### src/rtl/mem_access_unit_pkg.sv
// mem_access_unit_pkg: size codes, FSM states and width helpers for mem_access_unit
package mem_access_unit_pkg;
    typedef enum logic [1:0] {IDLE, ISSUE, DRAIN, RESP} state_t;
    localparam int SIZE_BYTE = 0;
    localparam int SIZE_HALF = 1;
    localparam int SIZE_WORD = 2;
    function automatic int sz_w(input int nl);
        return ($clog2($clog2(nl) + 1) < 1) ? 1 : $clog2($clog2(nl) + 1);
    endfunction
endpackage

### src/rtl/lane_extend.sv
// lane_extend: sign/zero extension of the low n lanes of data to the full DATA_W width
module lane_extend #(
    parameter int DATA_W = 32,
    parameter int LANE_W = 8,
    localparam int NL = DATA_W / LANE_W,
    localparam int CW = $clog2(NL) + 1
) (
    input  logic [DATA_W-1:0] data,
    input  logic [CW-1:0]     n,
    input  logic              sext,
    output logic [DATA_W-1:0] ext
);
    logic fill;
    always_comb begin
        fill = 1'b0;
        ext = '0;
        for (int i = 0; i < NL; i++)
            if (int'(n) == i + 1) fill = sext & data[i*LANE_W + LANE_W-1];
        for (int i = 0; i < NL; i++)
            ext[i*LANE_W +: LANE_W] = (i < int'(n)) ? data[i*LANE_W +: LANE_W] : {LANE_W{fill}};
    end
endmodule

### src/rtl/mem_access_unit.sv
// mem_access_unit: load/store sequencer splitting DATA_W accesses into LANE_W RAM beats
// Optional MISALIGN_TRAP_EN: misaligned or illegal-size requests return rsp_err without RAM access.
module mem_access_unit
    import mem_access_unit_pkg::*;
#(
    parameter int DATA_W     = 32,
    parameter int LANE_W     = 8,
    parameter int ADDR_W     = 32,
    parameter int MEM_ADDR_W = 15,
    parameter int RD_LAT     = 1,
    localparam int NL   = DATA_W / LANE_W,
    localparam int LG   = $clog2(NL),
    localparam int CW   = LG + 1,
    localparam int SZ_W = sz_w(NL)
) (
    input  logic                  clock,
    input  logic                  db_clear,
    input  logic                  req_valid,
    output logic                  req_ready,
    input  logic                  req_we,
    input  logic [SZ_W-1:0]       req_size,
    input  logic                  req_sext,
    input  logic [ADDR_W-1:0]     req_addr,
    input  logic [DATA_W-1:0]     req_wdata,
    output logic                  rsp_valid,
    input  logic                  rsp_ready,
    output logic [DATA_W-1:0]     rsp_rdata,
    output logic                  rsp_err,
    output logic [MEM_ADDR_W-1:0] mem_addr,
    output logic [LANE_W-1:0]     mem_data,
    output logic                  mem_wren,
    input  logic [LANE_W-1:0]     mem_q
);
    state_t state;
    logic [CW-1:0] n, n_req, icnt, rcnt;
    logic we, sext, legal, err, cap, last;
    logic [DATA_W-1:0] wbuf, rbuf, buf_nxt, ext;
    logic [RD_LAT-1:0] pipe;
    assign req_ready = (state == IDLE) && !db_clear;
    assign legal = int'(req_size) <= LG;
    assign n_req = legal ? CW'(1) << req_size : CW'(NL);
`ifdef MISALIGN_TRAP_EN
    assign err = !legal || ((req_addr & ADDR_W'(n_req - 1'b1)) != '0);
`else
    logic unused_addr;
    assign unused_addr = ^req_addr;
    assign err = 1'b0;
`endif
    // pipe tracks issued read beats so each lane is captured exactly RD_LAT cycles later
    assign cap = pipe[RD_LAT-1];
    assign last = cap && (rcnt == n - 1'b1);
    always_comb begin
        buf_nxt = rbuf;
        buf_nxt[int'(rcnt)*LANE_W +: LANE_W] = mem_q;
    end
    lane_extend #(.DATA_W(DATA_W), .LANE_W(LANE_W)) u_ext (
        .data(buf_nxt), .n(n), .sext(sext), .ext(ext)
    );
    always_ff @(posedge clock) begin
        if (db_clear) begin
            state     <= IDLE;
            mem_addr  <= '0;
            mem_data  <= '0;
            mem_wren  <= 1'b0;
            rsp_valid <= 1'b0;
            rsp_rdata <= '0;
            rsp_err   <= 1'b0;
            pipe      <= '0;
        end else begin
            pipe <= RD_LAT'({pipe, (state == ISSUE) && !we});
            if (cap) begin
                rbuf <= buf_nxt;
                rcnt <= rcnt + 1'b1;
            end
            case (state)
                IDLE: if (req_valid) begin
                    n    <= n_req;
                    we   <= req_we;
                    sext <= req_sext;
                    rcnt <= '0;
                    icnt <= CW'(1);
                    wbuf <= req_wdata >> LANE_W;
                    if (err) begin
                        state     <= RESP;
                        rsp_valid <= 1'b1;
                        rsp_err   <= 1'b1;
                        rsp_rdata <= '0;
                    end else begin
                        state    <= ISSUE;
                        mem_addr <= req_addr[MEM_ADDR_W-1:0];
                        mem_wren <= req_we;
                        mem_data <= req_wdata[LANE_W-1:0];
                    end
                end
                ISSUE: if (icnt == n) begin
                    mem_addr  <= '0;
                    mem_data  <= '0;
                    mem_wren  <= 1'b0;
                    state     <= we ? RESP : DRAIN;
                    rsp_valid <= we;
                    rsp_rdata <= '0;
                end else begin
                    mem_addr <= mem_addr + 1'b1;
                    mem_data <= wbuf[LANE_W-1:0];
                    wbuf     <= wbuf >> LANE_W;
                    icnt     <= icnt + 1'b1;
                end
                DRAIN: if (last) begin
                    state     <= RESP;
                    rsp_valid <= 1'b1;
                    rsp_rdata <= ext;
                end
                RESP: if (rsp_ready) begin
                    state     <= IDLE;
                    rsp_valid <= 1'b0;
                    rsp_err   <= 1'b0;
                end
                default: state <= IDLE;
            endcase
        end
    end
endmodule

### config.mk
export PLATFORM = sky130hd
export DESIGN_NAME = mem_access_unit
export DESIGN_NICKNAME = d
export VERILOG_FILES = /design/src/rtl/mem_access_unit_pkg.sv /design/src/rtl/lane_extend.sv /design/src/rtl/mem_access_unit.sv
export SDC_FILE = /design/constraint.sdc
export NUM_CORES = 1
export LEC_CHECK = 0
export BUFFER_PORTS_ARGS = -buffer_cell sky130_fd_sc_hd__buf_2
export CAP_MARGIN = 40
export CORE_MARGIN = 10
export CORE_UTILIZATION = 58
export DETAILED_ROUTE_END_ITERATION = 12
export PLACE_DENSITY = 0.85
export SLEW_MARGIN = 40
export SYNTH_ARGS = -nofsm -noshare
export SYNTH_HDL_FRONTEND = slang
export SYNTH_SLANG_ARGS = --single-unit
export TNS_END_PERCENT = 5
### constraint.sdc
create_clock -name clock -period 8.4 [get_ports clock]
set_clock_uncertainty 0.15 [all_clocks]
set_input_delay 0 -clock clock [delete_from_list [all_inputs] [get_ports clock]]
set_output_delay 0 -clock clock [all_outputs]
set_load 0.02 [all_outputs]
======== Yosys cells after proc, flatten, opt, wreduce, memory -nomap -nowiden ========
Cells that the tools add are included.
storage, ports and cells
  flip-flop bits (word level) ............. 135
  bits of input ports ..................... 80
  output and inout bits ................... 59
operators by class
  $add $sub $neg .......................... 5
  magnitude comparators ................... 5
  eq/ne operators ......................... 14
  shift-type cells ........................ 3
  multiplexer cells ....................... 40
  bitwise gates (word level) .............. 6
  reductions and logical operators ........ 16
operators by type and width
  kind                                                       number
  two-way mux 32 bit                                         4
  case mux 32 bit (2 select lines)                           2
  two-way mux 8 bit                                          6
  negation 6 -> 33 bit                                       1
  variable shift 8 x 33 -> 32 bit, first input constant      1
  variable part select 8 x 33 -> 32 bit                      1
  bitwise mux 32 bit                                         1
  two-way mux 15 bit                                         2
  case mux 15 bit (2 select lines)                           1
  case mux 8 bit (2 select lines)                            1
  adder 15 x 1 -> 15 bit, second input constant              1
  two-way mux 3 bit                                          5
  AND reduction 4 bit                                        3
  two-way mux 1 bit                                          10
  == test 3 bit, second input constant                       3
  AND reduction 3 bit                                        3
  two-way mux 2 bit                                          4
  inequality test 2 bit, second input constant               4
  case mux 2 bit (4 select lines)                            1
  adder 3 x 1 -> 3 bit, second input constant                2
  == test 3 bit                                              2
  less-than comparator 1 x 3 -> 1 bit, first input constant  2
  less-than comparator 2 x 3 -> 1 bit, first input constant  2
  case mux 3 bit (2 select lines)                            1
  16 further kinds                                           26

======== Depth between registers and ports, before layout ========
  depth after elaboration ................. 11
  gate-level depth with buffers ........... 9
  gate-level depth less buffers ........... 8

======== By module ========
A second synthesis with hierarchy kept.
unflattened totals
  cell total of the unflattened synthesis .. 537
  area total of the unflattened synthesis .. 5959.5 µm²
modules (own cells, without submodules)
  module           times used  cells an instance  area an instance (µm²)  seq. area each (µm²)
  mem_access_unit  1           491                5621.6                  3213.1
  lane_extend      1           46                 337.8                   0.0

======== Worst setup path before layout ========
No wires, ideal clock.
  kind .................................... reg-to-reg
  start ................................... register state[1]
  end ..................................... register icnt[0], enable pin
  setup time .............................. 445 ps
  arrival time ............................ 3390 ps
  required time ........................... 7805 ps
  slack ................................... 4415 ps
  cell stages (with the launch flop) ...... 8
  buffers on the path ..................... 2
  cell sequence ........................... dfxtp_1 > inv_1 > ha_1 > clkbuf_1 > clkinv_1 > o21a_1 > clkbuf_1 > nor3_1
between the ends
  cells in the longest elaborated chain, start to end .. 3
  elaborated cells between the ends (all ways) .. 6
  classes of those cells .................. eq/ne: 3; reduce/logical: 3
ends and longest elaborated chain
  what                                                                                 RTL line                RTL
  from (decl)                                                                          mem_access_unit.sv:34   state_t state;
  from (signal assigned)                                                               mem_access_unit.sv:99   state <= we ? RESP : DRAIN;
  == test 2 x 1 -> 1 bit / logical NOT 2 bit (equally long branches)                   mem_access_unit.sv:75   case (state)
  inequality test 2 bit (no source line) / nonzero test 2 bit (equally long branches)  n/a
  AND reduction 4 bit (no source line) *                                               n/a
  to (signal assigned)                                                                 mem_access_unit.sv:106  icnt <= icnt + 1'b1;
  to (decl)                                                                            mem_access_unit.sv:35   logic [CW-1:0] n, n_req, icnt, rcnt;
Mark *: on every way between the ends. The rest lies on a longest branch, timed or not.
A chain may end at the register's enable or synchronous reset.

======== Final worst setup path ========
  start ................................... register rcnt[0]
  end ..................................... register rsp_rdata[0]
between the ends
  cells in the longest elaborated chain, start to end .. 11
  elaborated cells between the ends (all ways) .. 19
  classes of those cells .................. add/sub: 1; eq/ne: 2; shift: 2; mux: 8; bitwise: 4; reduce/logical: 2
ends and longest elaborated chain
  what                                                                                             RTL line                RTL
  from (decl)                                                                                      mem_access_unit.sv:35
  from (signal assigned)                                                                           mem_access_unit.sv:73   rcnt <= rcnt + 1'b1;
  negation 6 -> 33 bit                                                                             mem_access_unit.sv:54   buf_nxt[int'(rcnt)*LANE_W +: LANE_W] = mem_q;
  variable part select 8 x 33 -> 32 bit / variable shift 8 x 33 -> 32 bit (equally long branches)  mem_access_unit.sv:54
  bitwise mux 32 bit                                                                               mem_access_unit.sv:54
  AND 1 bit                                                                                        lane_extend.sv:18       if (int'(n) == i + 1) fill = sext & data[i*LANE_W + LANE_W-1];
  two-way mux 1 bit (4 in a row)                                                                   lane_extend.sv:18
  two-way mux 8 bit                                                                                lane_extend.sv:20       ext[i*LANE_W +: LANE_W] = (i < int'(n)) ? data[i*LANE_W +: LANE_W] : {LANE_W{fill}};
  two-way mux 32 bit                                                                               mem_access_unit.sv:108  DRAIN: if (last) begin
  case mux 32 bit (2 select lines)                                                                 mem_access_unit.sv:75
  to (signal assigned)                                                                             mem_access_unit.sv:111  rsp_rdata <= ext;
  to (decl)                                                                                        mem_access_unit.sv:27   output logic [DATA_W-1:0] rsp_rdata,
Parallel ways exist; a longest one is shown, timed or not. The select of a mux whose other input is x is not followed.

==> run_results.csv <==
group,metric,value,unit
timing,finalMaxSlewViolations,0,
floorplanning,start_util,0.596,
routing,viasPerCell,6.28,
timing,maxSlewHeadroom,0.493,
routing,vias,5544,
final_layout,drive_above_1_share,0.270,
synth,yosysSeqAreaShare,0.549,
place,port_buffers,120,
synth,synth_cell_types,58,
pwr,swShare,0.353,
pwr,p_comb_frac,0.322,
floorplanning,coreArea,9820,µm²
flow_run,maxCapViolations,0,
routing,drt_iter0_drc,737,
final_layout,multi_input_area,2490,µm²
clock_tree,clk_latency,0.54,ns
timing,rsz0062_at_grt,"no",
clock_tree,clk_pin_slew_worst_paths,0.06,ns
place,dp_hpwl,10300,µm
setup_path,cp-end-kind,"register",
final_layout,areaGrowthSynthToFinish,38.1,%
synth,yosys_warnings,0,
timing,setup_violations,0,
setup_path,path_delay_family,"compound AO/OA/AOI/OAI gates",
timing,max_clock_freq,0.250,GHz
synth,async_flop_share,0,
routing,drc,0,
routing,dr.pass1.iters,6,
clock_tree,clock_sinks,127,
global_route,antenna_found_initial,1,
routing,wl_per_cell,22.3,µm
timing,tns,0,ns
clock_tree,cts_tree,"yes",
final_layout,fillers,502,
setup_path,cp_num_buf_inv,1,
setup_path,cp_slowest_cell,"or4b_1",
setup_path,critPathRequiredTime,8.64,ns
floorplanning,io_pins,139,
clock_tree,htree_levels,4,
clock_tree,cts_buffers,17,
pwr,p_seq_frac,0.355,
synth,synth_edf_count,67,
clock_tree,clk_path_buf_depth,2,
global_route,overflow,0,
synth,synth_ff_type,"edfxtp_1",
final_layout,nets,832,
pwr,power,0.00241,W
pwr,p_leak,3.30,nW
pwr,vdd_drop_max,0.000187,V
synth,synth_area,5850,µm²
setup_path,cp_cell_sequence,"inv_1 > ha_1 > ha_1 > or4b_1 > or2_0 > a221o_1 > a21oi_1 > o21ai_0",
pwr,switchingPower,0.000852,W
setup_path,cp_common_cell,"ha_1",
global_route,grt_pass1_vias,5697,
final_layout,seq_area,3210,µm²
pwr,pwr-share-clk,0.323,
synth,synthCells,533,
global_route,grt_usage,0.267,
clock_tree,root_buffer,"clkbuf_8",
synth,syn_area_per_cell,11.0,µm²
synth,ys_ff_latch,127,
setup_path,worst_ep_arrival_time,4.25,ns
floorplanning,rows,36,
clock_tree,cts_setup_buffers,0,
synth,synth_fp_nets,630,
setup_path,path_max_fanout,9,
timing,fin_crit,4.00,ns
setup_path,cp_slowest_stage_delay,0.62,ns
place,globalplace.congestion,0.831,
run_status,run_status,"completed",
setup_path,path_class,"register to register",
hold_path,hp-class,"input port to register",
setup_path,startpoint_type,"register",
global_route,grt_max_degree,35,
pwr,p_int,0.00156,W
routing,routed_wl,19700,µm
global_route,grt_pass1_wl,30600,µm
floorplanning,die_x,120,µm
timing,worst_slew_pin_slew,0.760,ns
timing,finalCritPeriodShare,0.477,
timing,hold_viol,0,
floorplanning,chipHeight,120,µm
pwr,cellPowerDensity,299,nW/µm²
routing,drtAntennaViolNets,0,
floorplanning,dieArea,14500,µm²
[final timing paths]
check                                     to  slack [ns]          from  depth (start not counted)
worst max-delay path            rsp_rdata[0]        4.40       rcnt[0]                          8
worst max register to register  rsp_rdata[0]        4.40       rcnt[0]                          8
worst min-delay path                    sext        0.05      req_sext                          2
worst min register to register  rsp_rdata[8]        0.30  rsp_rdata[8]                          2
[per-layer routing]
metal / wire length (µm) / share of wire / track usage / up-vias
met1: 6750 / 0.34 / 0.285 / 2628
met4: 1030 / 0.052 / 0.162 / 0
met5: 0 / 0 / 0 / -
met3: 1970 / 0.10 / 0.0791 / 97
met2: 9960 / 0.51 / 0.459 / 411
li1: - / - / - / 2408
[stage by stage]
| stage | hold WS [ns] | utilization | setup WS (ns) | std cells | area (µm²) |
|---|---|---|---|---|---|
| 2_1_floorplan | -0.0511 | - | 4.42 | 533 | 5850 |
| 3_3_place_gp | 0.0458 | 0.666 | 4.86 | 760 | 6540 |
| 3_5_place_dp | 0.0383 | 0.667 | 4.67 | 760 | 6550 |
| 4_1_cts | 0.0369 | 0.820 | 4.61 | 880 | 8050 |
| 5_1_grt | 0.0603 | 0.822 | 4.25 | 882 | 8070 |
| 6_report | 0.0472 | 0.822 | 4.40 | 883 | 8070 |
[registers in the layout (all words and copies together), names as in the netlist]
signal,cells
rsp_valid,1
n,3
mem_wren,1
rsp_rdata,32
state,2
sext,1
mem_data,8
wbuf,24
rcnt,3
cap,1
mem_addr,15
we,1
icnt,3
rbuf,32
[layout by cell type (no fill, tap or decap), types with 13 or more instances in the layout]
cell type	synthesis	final
a22o_1	32	32
a21oi_1	17	17
edfxtp_1	67	67
dfxtp_1	60	60
o31ai_1	17	17
nor3_1	20	16
buf_2	2	120
o21ai_0	24	24
clkbuf_16	0	16
mux2_2	24	24
ha_1	17	17
dlygate4sd3_1	0	88
nor2b_1	14	13
nand2_1	43	43
nor2_1	45	45
[cells in the mapped netlist, types with 3 or more instances]
master / count / area [µm²]
o21ai_0: 24 / 120
xor2_1: 5 / 43.8
edfxtp_1: 67 / 2010
nor2_1: 45 / 169
mux2i_1: 6 / 60.1
nand4_1: 5 / 31.3
clkbuf_1: 27 / 101
a221oi_1: 12 / 105
o22ai_1: 3 / 18.8
a22oi_1: 3 / 22.5
or3_1: 3 / 18.8
nor2b_1: 14 / 87.6
ha_1: 17 / 213
or2_2: 9 / 56.3
nor3_1: 20 / 100
nand2_1: 43 / 161
a21oi_1: 17 / 85.1
o31ai_1: 17 / 128
dfxtp_1: 60 / 1200
a211oi_1: 4 / 30.0
and3_1: 6 / 37.5
nor4_1: 7 / 43.8
a22o_1: 32 / 280
nand3_1: 6 / 30.0
mux2_2: 24 / 270
and2_1: 4 / 25.0
inv_1: 12 / 45.0
xnor2_1: 4 / 35.0
[cell families after synthesis]
kind of cell,Yosys count,synth area share
AND/OR/NAND/NOR,170,0.142
flip-flops,127,0.549
other,1,0.000641
XOR/XNOR,10,0.0173
adder cells (fa/ha/maj),17,0.0364
AO/OA/AOI/OAI,133,0.168
buffers and inverters,45,0.0300
multiplexers,30,0.0565
[layout make-up]
cell class / count / share of cell area
inverters: 14 / 0.00651
diodes: 2 / 0.000620
clock buffers: 19 / 0.0535
clock inverters: 13 / 0.0234
repair buffers: 214 / 0.190
well taps: 133 / 0.0206
multi-input cells: 361 / 0.308
flip-flops and latches: 127 / 0.398
[worst reg2reg max path, stage by stage (launching register included)]
cell and delay [ns]:
edfxtp_1 0.57, inv_1 0.19, ha_1 0.25, ha_1 0.36
or4b_1 0.62, or2_0 0.46, a221o_1 0.56, a21oi_1 0.50
o21ai_0 0.19
[repair_timing]
| action | in CTS | in global routing |
|---|---|---|
| hold endpoints to repair | 129 | 0 |
| hold buffers | 88 | 0 |
| gates resized for setup | 0 | 0 |
| endpoints found under the setup margin | 0 | 0 |
[power groups by stage]
stage / clock network (W) / logic [W] / registers [W]
2_1_floorplan: 0 / 0.000404 / 0.000887
3_3_place_gp: 0 / 0.000590 / 0.000846
3_5_place_dp: 0 / 0.000618 / 0.000854
4_1_cts: 0.000766 / 0.000706 / 0.000843
5_1_grt: 0.000800 / 0.000828 / 0.000864
6_report: 0.000780 / 0.000776 / 0.000857
No activity file was read; power rests on OpenSTA's default activity.
